<file path="src/rtl/freq_bcd_converter_if.sv">
// Count-in / BCD-out bundle between the edge counter, the BCD converter and the display driver.
interface freq_bcd_converter_if #(
  parameter int WIDTH  = 16,
  parameter int DIGITS = 5
);
  logic [WIDTH-1:0]    cnt_in;
  logic                cnt_valid;
  logic [4*DIGITS-1:0] bcd_out;
  logic                bcd_valid;
  logic                busy;
  logic                overrun;

  modport master (output cnt_in, cnt_valid,
                  input  bcd_out, bcd_valid, busy, overrun);
  modport slave  (input  cnt_in, cnt_valid,
                  output bcd_out, bcd_valid, busy, overrun);
endinterface

</file>
<file path="src/rtl/freq_bcd_converter.sv">
// Sequential binary-to-BCD (double dabble) converter with a one-deep pending buffer.
// Optional macro FREQ_BCD_BLANK_EN replaces leading zero digits with 4'hF.
module freq_bcd_converter #(
  parameter int WIDTH  = 16,
  parameter int DIGITS = 5
) (
  input  logic                  clk,
  input  logic                  rst,
  freq_bcd_converter_if.slave   bus
);
  localparam int BW = 4*DIGITS;
  localparam int SW = BW + WIDTH;
  localparam int CW = $clog2(WIDTH+1);

  typedef enum logic [1:0] {IDLE, SHIFT, DONE} state_t;

  state_t           state_q, state_d;
  logic [SW-1:0]    sr_q, sr_d;
  logic [CW-1:0]    cnt_q, cnt_d;
  logic [WIDTH-1:0] pend_q, pend_d;
  logic             pend_vld_q, pend_vld_d;
  logic             ovr_q, ovr_d;
  logic [BW-1:0]    bcd_q, bcd_d;
  logic             bval_q, bval_d;

  logic [BW-1:0]    bcd_adj;
  logic [BW-1:0]    bcd_fmt;

  always_ff @(posedge clk or posedge rst) begin
    if (rst) begin
      state_q    <= IDLE;
      sr_q       <= '0;
      cnt_q      <= '0;
      pend_q     <= '0;
      pend_vld_q <= 1'b0;
      ovr_q      <= 1'b0;
      bcd_q      <= '0;
      bval_q     <= 1'b0;
    end else begin
      state_q    <= state_d;
      sr_q       <= sr_d;
      cnt_q      <= cnt_d;
      pend_q     <= pend_d;
      pend_vld_q <= pend_vld_d;
      ovr_q      <= ovr_d;
      bcd_q      <= bcd_d;
      bval_q     <= bval_d;
    end
  end

  always_comb begin
    state_d = state_q;
    case (state_q)
      IDLE:    if (bus.cnt_valid || pend_vld_q) state_d = SHIFT;
      SHIFT:   if (cnt_q == CW'(1))             state_d = DONE;
      DONE:    state_d = IDLE;
      default: state_d = IDLE;
    endcase
  end

  // Add-3 on every nibble >= 5 before the shift keeps each digit <= 9 afterwards.
  always_comb begin
    bcd_adj = '0;
    for (int i = 0; i < DIGITS; i++) begin
      logic [3:0] nib;
      nib = sr_q[WIDTH+4*i +: 4];
      bcd_adj[4*i +: 4] = (nib >= 4'd5) ? nib + 4'd3 : nib;
    end
  end

  always_comb begin
    bcd_fmt = sr_q[SW-1 -: BW];
`ifdef FREQ_BCD_BLANK_EN
    begin
      logic lead;
      lead = 1'b1;
      for (int i = DIGITS-1; i >= 1; i--) begin
        if (lead && bcd_fmt[4*i +: 4] == 4'd0) bcd_fmt[4*i +: 4] = 4'hF;
        else                                   lead = 1'b0;
      end
    end
`endif
  end

  always_comb begin
    sr_d       = sr_q;
    cnt_d      = cnt_q;
    pend_d     = pend_q;
    pend_vld_d = pend_vld_q;
    ovr_d      = ovr_q;
    bcd_d      = bcd_q;
    bval_d     = 1'b0;

    case (state_q)
      IDLE: begin
        if (bus.cnt_valid) begin
          // Fresh count beats a stale pending one; the dropped value is an overrun.
          sr_d  = {{BW{1'b0}}, bus.cnt_in};
          cnt_d = CW'(WIDTH);
          if (pend_vld_q) begin
            pend_vld_d = 1'b0;
            ovr_d      = 1'b1;
          end
        end else if (pend_vld_q) begin
          sr_d       = {{BW{1'b0}}, pend_q};
          cnt_d      = CW'(WIDTH);
          pend_vld_d = 1'b0;
        end
      end
      SHIFT: begin
        sr_d  = SW'({bcd_adj, sr_q[WIDTH-1:0]} << 1);
        cnt_d = cnt_q - CW'(1);
      end
      DONE: begin
        bcd_d  = bcd_fmt;
        bval_d = 1'b1;
      end
      default: ;
    endcase

    if (state_q != IDLE && bus.cnt_valid) begin
      pend_d     = bus.cnt_in;
      pend_vld_d = 1'b1;
      if (pend_vld_q) ovr_d = 1'b1;
    end
  end

  assign bus.bcd_out   = bcd_q;
  assign bus.bcd_valid = bval_q;
  assign bus.busy      = (state_q != IDLE);
  assign bus.overrun   = ovr_q;
endmodule

</file>
<file path="src/flat_wrapper.sv">
// flat-port wrapper written by rule: the top's interface ports become plain ports
module freq_bcd_converter_flat 
#(
  parameter int WIDTH  = 16,
  parameter int DIGITS = 5
)
  (clk, rst, bus_cnt_in, bus_cnt_valid, bus_bcd_out, bus_bcd_valid, bus_busy, bus_overrun);
  freq_bcd_converter_if #(.WIDTH(WIDTH), .DIGITS(DIGITS)) bus_i ();
  input  logic clk;
  input  logic rst;
  input wire logic [$bits(bus_i.cnt_in)-1:0] bus_cnt_in;
  input wire logic [$bits(bus_i.cnt_valid)-1:0] bus_cnt_valid;
  output wire logic [$bits(bus_i.bcd_out)-1:0] bus_bcd_out;
  output wire logic [$bits(bus_i.bcd_valid)-1:0] bus_bcd_valid;
  output wire logic [$bits(bus_i.busy)-1:0] bus_busy;
  output wire logic [$bits(bus_i.overrun)-1:0] bus_overrun;
  assign bus_i.cnt_in = bus_cnt_in;
  assign bus_i.cnt_valid = bus_cnt_valid;
  assign bus_bcd_out = bus_i.bcd_out;
  assign bus_bcd_valid = bus_i.bcd_valid;
  assign bus_busy = bus_i.busy;
  assign bus_overrun = bus_i.overrun;
  freq_bcd_converter #(.WIDTH(WIDTH), .DIGITS(DIGITS)) u_core (.clk(clk), .rst(rst), .bus(bus_i));
endmodule
</file>
<file path="config.mk">
export PLATFORM = sky130hd
export DESIGN_NAME = freq_bcd_converter_flat
export DESIGN_NICKNAME = d
export VERILOG_FILES = /design/src/rtl/freq_bcd_converter_if.sv /design/src/rtl/freq_bcd_converter.sv /design/src/flat_wrapper.sv
export SDC_FILE = /design/constraint.sdc
export NUM_CORES = 1
export LEC_CHECK = 0
export CORE_MARGIN = 1
export CORE_UTILIZATION = 40
export CTS_BUF_LIST = sky130_fd_sc_hd__clkbuf_2
export DETAILED_ROUTE_END_ITERATION = 16
export PLACE_DENSITY = 0.57
export SYNTH_ARGS = -nofsm -noshare
export SYNTH_HDL_FRONTEND = slang
export SYNTH_SLANG_ARGS = --single-unit
</file>
<file path="constraint.sdc">
create_clock -name clk -period 3.1 [get_ports clk]
set_clock_uncertainty 0.05 [all_clocks]
set_input_delay 0.62 -clock clk [delete_from_list [all_inputs] [get_ports clk]]
set_output_delay 0.62 -clock clk [all_outputs]
set_load 0.005 [all_outputs]
</file>
# Yosys cells after proc, flatten, opt, wreduce, memory -nomap -nowiden
# Cells that the tools add are included.
classes:
  n_lt_le_gt_ge: 5
  n_mux: 22
  addsub: 6
  n_reduce_logical: 8
  eq_ne: 6
op_table:
  columns: ["op", "n"]
  rows:
  - ["$mux W36", 2]
  - ["$pmux W36 S2", 1]
  - ["$ge A4 B3 Y1 const B", 5]
  - ["$add A4 B2 Y4 const B", 4]
  - ["$mux W4", 4]
  - ["$mux W5", 2]
  - ["$pmux W5 S2", 1]
  - ["$mux W1", 8]
  - ["$reduce_bool A2 Y1", 3]
  - ["$eq A5 B1 Y1 const B", 1]
  - ["$sub A5 B1 Y5 const B", 1]
  - ["$mux W2", 2]
  - ["$ne A2 B1 Y1 const B", 2]
  - ["$pmux W2 S2", 1]
  - ["$reduce_and A2 Y1", 2]
  - ["$add A3 B2 Y3 const B", 1]
  - ["$mux W3", 1]
  - ["$ne A3 B2 Y1 const B", 1]
  - ["$eq A2 B1 Y1 const B", 1]
  - ["$eq A2 B2 Y1 const B", 1]
  - ["$logic_not A2 Y1", 1]
  - ["$logic_and A1 B1 Y1", 1]
  - ["$logic_or A1 B1 Y1", 1]
totals:
  input_bits: 19
  reg_bits: 82
  out_inout_bits: 23
  word_cells: 55

# Logic depth before layout (Yosys ltp)
depth:
  depth_word: 5
  ltp_mapped: 6
  depth_no_buf: 6

# Least setup slack after synthesis
# OpenSTA, ideal clock, no wires.
synth_path:
  path_type: "input to register"
  startpoint: "in bus_cnt_valid"
  endpoint: "reg u_core.sr_q[17]"
  arrival_time_ns: 1.504
  setup_slack_ns: 1.464
  t_required_ns: 2.968
  setup_ns: 0.082
  path_buffers: 2
  stages: 5
  path_cell_list: "buf_6 nor3_1 nor2_1 buf_2 o22ai_1"
synth_via:
  elab_chain_cells: 2
  elab_cells_between_ends: 4
  cone_classes: "eq/ne (1); mux (2); reduce/logical (1)"
synth_lines:
  columns: ["item", "line_no", "rtl"]
  rows:
  - ["from (decl)", "flat_wrapper.sv:12", "input wire logic [$bits(bus_i.cnt_valid)-1:0] bus_cnt_valid;"]
  - ["$mux W36 or $ne A3 B2 Y1 (tied branches)", null, null]
  - ["$pmux W36 S2 or $reduce_and A2 Y1 (tied branches)", null, null]
  - ["to (signal assigned)", "freq_bcd_converter.sv:41", "sr_q <= sr_d;"]
  - ["to (decl)", "freq_bcd_converter.sv:18", "logic [SW-1:0] sr_q, sr_d;"]
# Several ways; a longest one is shown, not always the timed one.
# A chain may end at the register's enable or synchronous reset.

# Worst setup path in the final report
layout_path:
  startpoint: "reg u_core.state_q[1]"
  endpoint: "out bus_busy"
layout_via:
  elab_chain_cells: 1
layout_lines:
  columns: ["item", "line_no", "rtl"]
  rows:
  - ["from (decl)", "freq_bcd_converter.sv:17", "state_t state_q, state_d;"]
  - ["from (signal assigned)", "freq_bcd_converter.sv:40", "state_q <= state_d;"]
  - ["$reduce_bool A2 Y1", "freq_bcd_converter.sv:130", "assign bus.busy = (state_q != IDLE);"]
  - ["to (decl)", "flat_wrapper.sv:15", "output wire logic [$bits(bus_i.busy)-1:0] bus_busy;"]
# Every way passes these cells.

==> impl_metrics.sql <==
INSERT INTO impl_metrics (metric_group, metric, value, unit) VALUES
('sta', 'slew_violations', '0', ''),
('floorplanning', 'core_region_area', '9200', 'um^2'),
('route', 'wirelength', '6870', 'um'),
('grt', 'antenna_found_initial', '0', ''),
('synth', 'ys_top_cells_by_area', 'sky130_fd_sc_hd__dfrtp_1 54%, sky130_fd_sc_hd__mux2_2 11%, sky130_fd_sc_hd__ha_1 4.0%', ''),
('route', 'routedWlPerCell', '14.3', 'um'),
('job', 'drv_cap', '0', ''),
('critical_path', 'crit_family', 'buffers and inverters', ''),
('placed_design', 'dp_hpwl', '4500', 'um'),
('clock_tree', 'cts_tree', 'built', ''),
('critical_path', 'cp_data_arrival_time', '1830', 'ps'),
('route', 'drc', '2', ''),
('pwr', 'power.share.combinational', '41.9', '%'),
('layout', 'diodes', '0', ''),
('synth', 'synth_edf_count', '0', ''),
('clock_tree', 'cts.htree.levels', '3', ''),
('critical_path', 'reg2reg_slack', '940', 'ps'),
('synth', 'synth.distinct_cells', '33', ''),
('clock_tree', 'ctsRootBufferMaster', 'sky130_fd_sc_hd__clkbuf_2', ''),
('route', 'first_drt_iteration_drcs', '79', ''),
('critical_path', 'critPathSlowestCell', 'sky130_fd_sc_hd__dfrtp_1', ''),
('critical_path', 'critPathBufInv', '2', ''),
('floorplanning', 'site_rows', '35', ''),
('synth', 'ys.warnings.count', '0', ''),
('grt', 'overflow_left_after_global_routing', '0', ''),
('worst_hold_path', 'min_path_type', 'input pin to async pin', ''),
('clock_tree', 'numCtsBuffers', '9', ''),
('sta', 'relSlewSlack', '19.1', '%'),
('route', 'detailroute.via_count', '2530', ''),
('synth', 'synth_top_area_share', '54.3', '%'),
('floorplanning', 'die_w', '99.2', 'um'),
('synth', 'yosysTopAreaCell', 'sky130_fd_sc_hd__dfrtp_1', ''),
('critical_path', 'crit_path_start_kind', 'register', ''),
('placed_design', 'place.port_buffers', '41', ''),
('pwr', 'cellPowerDensity', '927', 'nW/um^2'),
('floorplanning', 'die-area', '9850', 'um^2'),
('pwr', 'clk_pwr_share', '14.3', '%'),
('pwr', 'power.share.switching', '36.5', '%'),
('critical_path', 'timing.critical_path.cells', 'nor2_1 -> inv_1 -> clkdlybuf4s50_1', ''),
('synth', 'synth.ff_latch_count', '82', ''),
('grt', 'grt_max_degree', '54', ''),
('pwr', 'internal_power', '2590', 'uW'),
('sta', 'post-route-period-util', '80.6', '%'),
('placed_design', 'place.gp.congestion', '0.733', ''),
('route', 'via_per_inst', '5.25', ''),
('layout', 'finalNetCount', '397', ''),
('synth', 'synth_async_sr_flop_share', '100', '%'),
('sta', 'rsz_0062_raised_after_global_routing', 'false', ''),
('clock_tree', 'clock_path_buffers', '2', ''),
('status', 'outcome', 'finished with violations', ''),
('clock_tree', 'postCtsHoldBufs', '0', ''),
('critical_path', 'worstSetupPathType', 'register to output port', ''),
('floorplanning', 'floorplan.initialDensity', '41.1', '%'),
('sta', 'finalWorstPathRequiredPeriod', '2500', 'ps'),
('sta', 'max_slew.worst_pin.slew', '1210', 'ps'),
('sta', 'finalHoldViolCount', '0', ''),
('critical_path', 'critical_path_fanout_max', '9', ''),
('sta', 'max_clock_freq', '400', 'MHz'),
('synth', 'syn_avg_cell_area', '11.5', 'um^2'),
('clock_tree', 'postCtsResizedCells', '0', ''),
('grt', 'grt_first_pass_wirelength', '12000', 'um'),
('pwr', 'power.switching', '1490', 'uW'),
('clock_tree', 'worstSkewPairLatency', '530', 'ps'),
('grt', 'first_global_vias', '2494', ''),
('critical_path', 'slowest_delay', '560', 'ps'),
('pwr', 'p_total', '4080', 'uW'),
('sta', 'setup-tns-final', '0', 'ps'),
('clock_tree', 'clk_pin_slew', '250', 'ps'),
('status', 'violations', 'DRC', ''),
('pwr', 'power.share.sequential', '43.8', '%'),
('layout', 'drive_above_1_share', '17.0', '%');
per-layer routing:
metal	routed length (um)	share of wire [%]	vias to the layer above	track usage, %
li1	-	-	1248	-
met3	237	3.4	7	4.36
met5	0	0	-	0
met1	3470	51	1236	20.9
met2	3090	45	39	23.8
met4	72	1.0	0	4.41
final timing paths:
kind | startpoint | to | cells past startpoint
max in group asynchronous | rst | u_core.sr_q[7]$_DFFE_PP0P_ | 3
max reg2reg | u_core.state_q[0]$_DFFE_PP0P_ | u_core.sr_q[31]$_DFFE_PP0P_ | 4
min | rst | u_core.bus.bcd_out[10]$_DFFE_PP0P_ | 2
max | u_core.state_q[1]$_DFFE_PP0P_ | bus_busy | 3
min reg2reg | u_core.bus.overrun$_DFF_PP0_ | u_core.bus.overrun$_DFF_PP0_ | 1
min in group clk | u_core.bus.overrun$_DFF_PP0_ | u_core.bus.overrun$_DFF_PP0_ | 1
cells in the final DEF, fill, tap and decap left out, drive strengths merged, types with 2 or more instances in the layout:
master         Yosys  layout
a32o               5       5
buf               16       5
clkbuf             3       9
mux2i              6       6
xnor2              7       7
o22ai              9       9
mux2              36      36
nand2             19      19
a211oi            15      15
nor2b             17      17
nor3b              4       4
clkdlybuf4s50      0      41
o31ai              5       5
a21oi             24      24
inv               14      15
nor3               3       3
dfrtp             82      82
a22o               5       5
clkinvlp           0       2
clkinv             0       3
ha                12      12
nand2b             6       6
o21ai             25      25
nor2               7       7
power groups by stage:
stage,Combinational [uW],Sequential [uW],Clock (uW)
floorplan,1270,1750,0
global placement,1700,1810,0
detailed placement,1730,1820,0
CTS,1740,1790,613
global route,1950,1850,653
finish,1710,1790,584
layout make-up:
class	instances	area, um^2
inverter	14	53.8
fill	882	4790
timing repair buffer	46	460
multi-input combinational	213	1580
tap	111	139
clock inverter	7	76.3
sequential	82	2050
clock buffer	9	45.0
state kept, by name, indices dropped and copies added, names as in the netlist:
name and flops:
u_core.bus.bcd_out 20, u_core.bus.bcd_valid 1, u_core.bus.overrun 1, u_core.cnt_q 5
u_core.pend_q 16, u_core.pend_vld_q 1, u_core.sr_q 36, u_core.state_q 2
stage by stage:
| stage | std cells | setup slack [ps] | cell area [um^2] | util (%) | hold slack, ps |
|---|---|---|---|---|---|
| after floorplan | 328 | 322 | 3780 | - | 400 |
| after global placement | 466 | 398 | 4290 | 46.6 | 393 |
| after detailed placement | 466 | 364 | 4290 | 46.6 | 398 |
| after CTS | 482 | 569 | 4410 | 47.9 | 326 |
| after global routing | 482 | 445 | 4410 | 47.9 | 315 |
| final | 482 | 600 | 4410 | 47.9 | 340 |
logic make-up (layout without fill, tap and decap cells):
kind of cell | count (synthesis) | count (layout) | synth area share [%]
flip-flops | 82 | 82 | 54.3
multiplexers | 42 | 42 | 12.3
AND/OR/NAND/NOR | 61 | 61 | 8.67
buffers and inverters | 33 | 76 | 4.10
AO/OA/AOI/OAI | 90 | 90 | 14.9
adder cells (fa/ha/maj) | 12 | 12 | 3.97
XOR/XNOR | 8 | 8 | 1.85
worst register-to-register path: stages, from the launching register on:
cell and delay (ps):
sky130_fd_sc_hd__dfrtp_1 520, sky130_fd_sc_hd__nor3_1 130, sky130_fd_sc_hd__nor2_1 920, sky130_fd_sc_hd__o31ai_1 190, sky130_fd_sc_hd__a32o_1 260
No activity file was read; power rests on OpenSTA's default activity.
